==> src/rtl/bp_fe_bht_gshare.sv <==
// bp_fe_bht_gshare: gshare branch history table for the FE predictor.
// Provides a registered one-cycle lookup and saturating-counter updates,
// and keeps a speculative global history with mispredict restore. After
// reset, a sequential FSM clears the table before it accepts lookups.
// Optional macro BP_FE_BHT_BYPASS_EN: when it is defined, a lookup that hits
// the entry being written in the same cycle returns the updated counter MSB.
module bp_fe_bht_gshare #(
  parameter int bht_idx_width_p = 9,
  parameter int ghist_width_p   = 4,
  parameter int ctr_width_p     = 2
) (
  input  logic                       clk_i,
  input  logic                       reset_i,
  output logic                       init_done_o,
  input  logic                       r_v_i,
  input  logic [bht_idx_width_p-1:0] idx_r_i,
  output logic                       predict_v_o,
  output logic                       predict_o,
  output logic [ghist_width_p-1:0]   ghist_o,
  input  logic                       w_v_i,
  input  logic [bht_idx_width_p-1:0] idx_w_i,
  input  logic [ghist_width_p-1:0]   ghist_w_i,
  input  logic                       taken_i,
  input  logic                       mispredict_i
);

  localparam int els_lp = 1 << bht_idx_width_p;
  // Weak not-taken: MSB clear, all lower bits set.
  localparam logic [ctr_width_p-1:0] ctr_init_lp = {1'b0, {(ctr_width_p-1){1'b1}}};
  localparam logic [ctr_width_p-1:0] ctr_max_lp  = '1;

  typedef enum logic [1:0] {e_reset, e_clear, e_run} state_e;

  state_e                     state, state_n;
  logic [bht_idx_width_p-1:0] ptr, ptr_n;
  logic                       clearing;
  logic                       run;

  logic [ghist_width_p-1:0]   hist;
  logic [ghist_width_p-1:0]   hist_shift;
  logic [ghist_width_p-1:0]   hist_restore;

  logic [ctr_width_p-1:0]     mem [els_lp];

  logic [bht_idx_width_p-1:0] r_idx, w_idx;
  logic                       r_en, w_en;
  logic [ctr_width_p-1:0]     w_cur, w_upd, rd_ctr;

  logic                       mem_we;
  logic [bht_idx_width_p-1:0] mem_waddr;
  logic [ctr_width_p-1:0]     mem_wdata;

  assign run         = (state == e_run);
  assign init_done_o = run;
  assign r_en        = r_v_i & run;
  assign w_en        = w_v_i & run;

  // The history only touches the low index bits, so it is zero-extended before the XOR.
  assign r_idx = idx_r_i ^ bht_idx_width_p'(hist);
  assign w_idx = idx_w_i ^ bht_idx_width_p'(ghist_w_i);

  // Next history values; a one-bit history simply becomes the new outcome.
  if (ghist_width_p == 1) begin : g_hist1
    assign hist_shift   = predict_o;
    assign hist_restore = taken_i;
  end else begin : g_histn
    assign hist_shift   = {hist[ghist_width_p-2:0], predict_o};
    assign hist_restore = {ghist_w_i[ghist_width_p-2:0], taken_i};
  end

  // FSM state and clear pointer register.
  always_ff @(posedge clk_i) begin
    if (reset_i) begin
      state <= e_reset;
      ptr   <= '0;
    end else begin
      state <= state_n;
      ptr   <= ptr_n;
    end
  end

  // Clear sequencing: e_reset already clears entry 0, so the whole sweep takes els cycles.
  always_comb begin
    state_n  = state;
    ptr_n    = ptr;
    clearing = 1'b0;
    case (state)
      e_reset: begin
        clearing = 1'b1;
        ptr_n    = ptr + bht_idx_width_p'(1);
        state_n  = e_clear;
      end
      e_clear: begin
        clearing = 1'b1;
        ptr_n    = ptr + bht_idx_width_p'(1);
        if (ptr == '1) state_n = e_run;
      end
      default: ;
    endcase
  end

  // Saturating counter update for the resolved entry.
  always_comb begin
    w_cur = mem[w_idx];
    w_upd = w_cur;
    if (taken_i) begin
      if (w_cur != ctr_max_lp) w_upd = w_cur + ctr_width_p'(1);
    end else begin
      if (w_cur != '0) w_upd = w_cur - ctr_width_p'(1);
    end
  end

  // Lookup value, with optional forwarding of a same-entry update.
  always_comb begin
    rd_ctr = mem[r_idx];
`ifdef BP_FE_BHT_BYPASS_EN
    if (w_en && (w_idx == r_idx)) rd_ctr = w_upd;
`endif
  end

  // Single write port shared by the clear sweep and resolution updates.
  always_comb begin
    mem_we    = 1'b0;
    mem_waddr = w_idx;
    mem_wdata = w_upd;
    if (clearing && !reset_i) begin
      mem_we    = 1'b1;
      mem_waddr = ptr;
      mem_wdata = ctr_init_lp;
    end else if (w_en) begin
      mem_we = 1'b1;
    end
  end

  // Table array; the read above sees the old contents (read-before-write).
  always_ff @(posedge clk_i) begin
    if (mem_we) mem[mem_waddr] <= mem_wdata;
  end

  // Registered lookup outputs; direction and snapshot hold between lookups.
  always_ff @(posedge clk_i) begin
    if (reset_i) begin
      predict_v_o <= 1'b0;
      predict_o   <= 1'b0;
      ghist_o     <= '0;
    end else begin
      predict_v_o <= r_en;
      if (r_en) begin
        predict_o <= rd_ctr[ctr_width_p-1];
        ghist_o   <= hist;
      end
    end
  end

  // Speculative history: a mispredict restore takes priority over the predicted-direction shift.
  always_ff @(posedge clk_i) begin
    if (reset_i) begin
      hist <= '0;
    end else if (w_en && mispredict_i) begin
      hist <= hist_restore;
    end else if (predict_v_o) begin
      hist <= hist_shift;
    end
  end

endmodule

==> config.mk <==
export PLATFORM = sky130hd
export DESIGN_NAME = bp_fe_bht_gshare
export DESIGN_NICKNAME = d
export VERILOG_FILES = /design/src/rtl/bp_fe_bht_gshare.sv
export SDC_FILE = /design/constraint.sdc
export NUM_CORES = 2
export LEC_CHECK = 0
export BUFFER_PORTS_ARGS = -buffer_cell sky130_fd_sc_hd__buf_4
export CORE_MARGIN = 4
export CORE_UTILIZATION = 40
export CTS_BUF_LIST = sky130_fd_sc_hd__clkbuf_8
export CTS_CLUSTER_DIAMETER = 150
export DETAILED_ROUTE_END_ITERATION = 16
export PLACE_DENSITY_LB_ADDON = 0.25
export SLEW_MARGIN = 25
export SYNTH_ARGS = -nofsm -noshare
export SYNTH_HDL_FRONTEND = slang
export SYNTH_SLANG_ARGS = --single-unit
==> constraint.sdc <==
create_clock -name clk_i -period 24.1 [get_ports clk_i]
set_input_delay 3.615 -clock clk_i [delete_from_list [all_inputs] [get_ports clk_i]]
set_output_delay 3.615 -clock clk_i [all_outputs]
set_load 0.01 [all_outputs]
==> impl_metrics.env <==
export IMPL_status="finished, final reports clean"
export IMPL_p_per_area_nw_per_um2=77.3
export IMPL_r2r_start="mem[219][0]$_DFFE_PP_"
export IMPL_ys_types=55
export IMPL_hpwl_um=81600
export IMPL_cp_num_buf_inv=6
export IMPL_nFillCells=9809
export IMPL_cts_tree="done"
export IMPL_yosys_register_bits=1045
export IMPL_postSynth_asyncResetShare_pct=0
export IMPL_crit_required_ps=24610
export IMPL_die_h_um=349
export IMPL_critPathLaunch="ghist_w_i[0]"
export IMPL_rsz0062_at_grt="false"
export IMPL_ctsRootBufferMaster="clkbuf_8"
export IMPL_grt_pass1_wl_um=204000
export IMPL_postRouteAntennaNets=0
export IMPL_min_path_type="register to register"
export IMPL_drc_errors=0
export IMPL_crit_top_cell="buf_4"
export IMPL_slew_viol_final=0
export IMPL_worst_path_max_delay_cell="buf_4"
export IMPL_overflow=0
export IMPL_grt_pass1_vias=28431
export IMPL_p_leak_nw=15.8
export IMPL_place_worst_setup_slack_ps=13080
export IMPL_coreArea_um2=115000
export IMPL_synth_edf_count=1024
export IMPL_crit_type="primary input to register"
export IMPL_setup_violations=0
export IMPL_layout_cells_non_filler=4439
export IMPL_clock_skew_ps=68.1
export IMPL_critical_path_top_delay_family="buffers and inverters"
export IMPL_whs_ps=462
export IMPL_drive_gt1_share_pct=26.5
export IMPL_syn_area_per_cell_um2=17.1
export IMPL_min_from="ghist_o[1]$_SDFFE_PP0P_"
export IMPL_dr_pass1_iters=8
export IMPL_period_share_pct=42.5
export IMPL_routabilityCongestion=0.837
export IMPL_hold_viol=0
export IMPL_ys_flop_type="edfxtp_1"
export IMPL_path_cells="buf_4 -> xor2_4 -> buf_4 -> buf_4 -> buf_4 -> mux4_2 -> mux2i_1 -> o21ai_0 -> a211oi_1 -> nor3_1 -> nor4_2 -> a21boi_0 -> o22a_4 -> buf_12 -> buf_16"
export IMPL_peakVddDrop_mv=0.0549
export IMPL_finalWirelength_um=142000
export IMPL_cts_sinks=1045
export IMPL_crit_fanout=165
export IMPL_period_needed_ps=10230
export IMPL_syn_inst=2718
export IMPL_worstPathArrival_ps=10750
export IMPL_timing_slew_headroom_pct=26.1
export IMPL_synth_seq_area_share_pct=66.9
export IMPL_fin_nets=2811
export IMPL_vias_per_cell=6.23
export IMPL_cts_resized_gates=0
export IMPL_ys_warnings_count=0
export IMPL_cts_setup_buffers=0
export IMPL_grt_usage_pct=23.4
export IMPL_final_cell_area_um2=52000
export IMPL_clk_insertion_delay_late_ps=870
export IMPL_end_kind="register"
export IMPL_wl_per_cell_um=32.0
export IMPL_fin_setup_tns_ps=0
export IMPL_rows=124
export IMPL_tightest_slew_ps=1110
export IMPL_path_clk_slew_ps=60
export IMPL_ctsHtreeMaxLevel=4
export IMPL_cts_made_buffers=172
export IMPL_syn_num_nets=2748
export IMPL_placed_cells=4117
export IMPL_portBuffers=34
export IMPL_dieWidth_um=349
export IMPL_critPathMaxStageDelay_ps=860
export IMPL_max_freq_mhz=97.7
export IMPL_drt_iter0_markers=3632
export IMPL_netlist_area_um2=46600
export IMPL_post_dp_cell_area_um2=48700
export IMPL_ioPinCount=35
export IMPL_initial_core_util_pct=40.5
export IMPL_die_area_um2=122000
export IMPL_grt_max_degree=293
export IMPL_antenna_found_initial=3
export IMPL_syn2layout_area_growth_pct=11.6
export IMPL_cts_path_max_buffers=3
export IMPL_ctsHoldBuffers=0
export IMPL_setup_slack_ps=13870
export IMPL_num_vias=27640
export IMPL_maxCapViolations=0
export IMPL_critPathLaunchType="primary input"
[report_power, final]
group	total (mW)	leakage (nW)	switching (mW)	internal, mW
registers	2.07	9.38	0.00152	2.07
clock network	1.49	1.86	0.732	0.762
logic	0.451	4.55	0.304	0.147
total	4.02	15.8	1.04	2.98
[area by class of cell]
type	count	area, um^2	area share, %
Multi-Input combinational cell	1462	14800	28.5
Tap cell	1512	1890	3.64
Clock inverter	144	843	1.62
Antenna cell	2	5.00	0.00963
Sequential cell	1045	31200	60.0
Timing Repair Buffer	95	836	1.61
Inverter	5	18.8	0.0361
Clock buffer	174	2390	4.61
[stage by stage]
stage               power, mW  utilization (%)
floorplan                2.42                -
CTS                      4.03             45.2
global placement         2.54             42.3
detailed placement       2.56             42.4
finish                   4.02             45.2
global route             4.15             45.2
[flip-flops by register name (all words and copies together) (netlist names)]
register     cells
hist             4
predict_v_o      1
state            2
ptr              9
predict_o        1
mem           1024
ghist_o          4
[layer usage]
layer / up-vias / track usage (%) / wire length (um)
met3: 281 / 5.59 / 14100
met1: 14626 / 32.4 / 56500
met5: - / 0 / 0
met4: 0 / 7.51 / 4480
li1: 11107 / - / -
met2: 1626 / 36.7 / 67000
[cells in the mapped netlist (13+ instances only)]
master | n | area, um^2
o21ai_0 | 13 | 65.1
mux2i_1 | 20 | 200
mux4_2 | 410 | 9230
nor3_1 | 18 | 90.1
dfxtp_1 | 21 | 420
clkbuf_1 | 125 | 469
nor2_1 | 558 | 2090
edfxtp_1 | 1024 | 30700
a22o_1 | 17 | 149
buf_2 | 52 | 260
a21oi_1 | 47 | 235
nand3_1 | 44 | 220
nand4_1 | 17 | 106
nand2_1 | 127 | 477
a22oi_1 | 60 | 450
[final timing paths]
path / end / slack (ps) / cells after the start
worst max register to register: mem[104][0]$_DFFE_PP_ / 18700 / 10
worst max-delay path: mem[104][0]$_DFFE_PP_ / 13870 / 15
worst min register to register: ghist_o[1]$_SDFFE_PP0P_ / 460 / 2
worst min-delay path: ghist_o[1]$_SDFFE_PP0P_ / 460 / 2
[cells in the final DEF, fill, tap and decap left out, types with 6 or more instances in the layout]
| cell type | synthesis | routed |
|---|---|---|
| edfxtp_1 | 1024 | 1024 |
| nor2_1 | 558 | 558 |
| mux4_2 | 410 | 410 |
| clkbuf_8 | 0 | 174 |
| nand2_1 | 127 | 122 |
| buf_4 | 12 | 85 |
| inv_1 | 4 | 61 |
| a22oi_1 | 60 | 60 |
| a21oi_1 | 47 | 47 |
| clkinv_1 | 1 | 47 |
| nand3_1 | 44 | 34 |
| dfxtp_1 | 21 | 21 |
| mux2i_1 | 20 | 20 |
| clkinv_2 | 0 | 20 |
| a22o_1 | 17 | 17 |
| nand4_1 | 17 | 17 |
| o21ai_0 | 13 | 13 |
| nor2b_1 | 12 | 12 |
| a31oi_1 | 11 | 11 |
| nor3_1 | 18 | 10 |
| a211oi_1 | 8 | 8 |
| bufinv_16 | 0 | 8 |
| nor4_1 | 7 | 7 |
| o22ai_1 | 6 | 6 |
| mux2_2 | 6 | 6 |
| clkinvlp_4 | 0 | 6 |
| buf_12 | 0 | 6 |
[kinds of logic after synthesis]
logic type | after synthesis | synth area share, %
adder cells (fa/ha/maj) | 2 | 0.0537
XOR/XNOR | 18 | 0.355
multiplexers | 441 | 20.7
AO/OA/AOI/OAI | 191 | 2.82
buffers and inverters | 211 | 2.06
flip-flops | 1045 | 66.9
AND/OR/NAND/NOR | 810 | 7.11
[worst reg2reg max path: stages (launching register included)]
cell and delay, ps:
edfxtp_1 360, mux4_2 500, a22oi_1 260, nand4_1 260, o21ai_0 660, nor4_1 170, nor4_2 430, a21boi_0 290
o22a_4 790, buf_12 510, buf_16 730
Power figures use the tool's default switching activity.
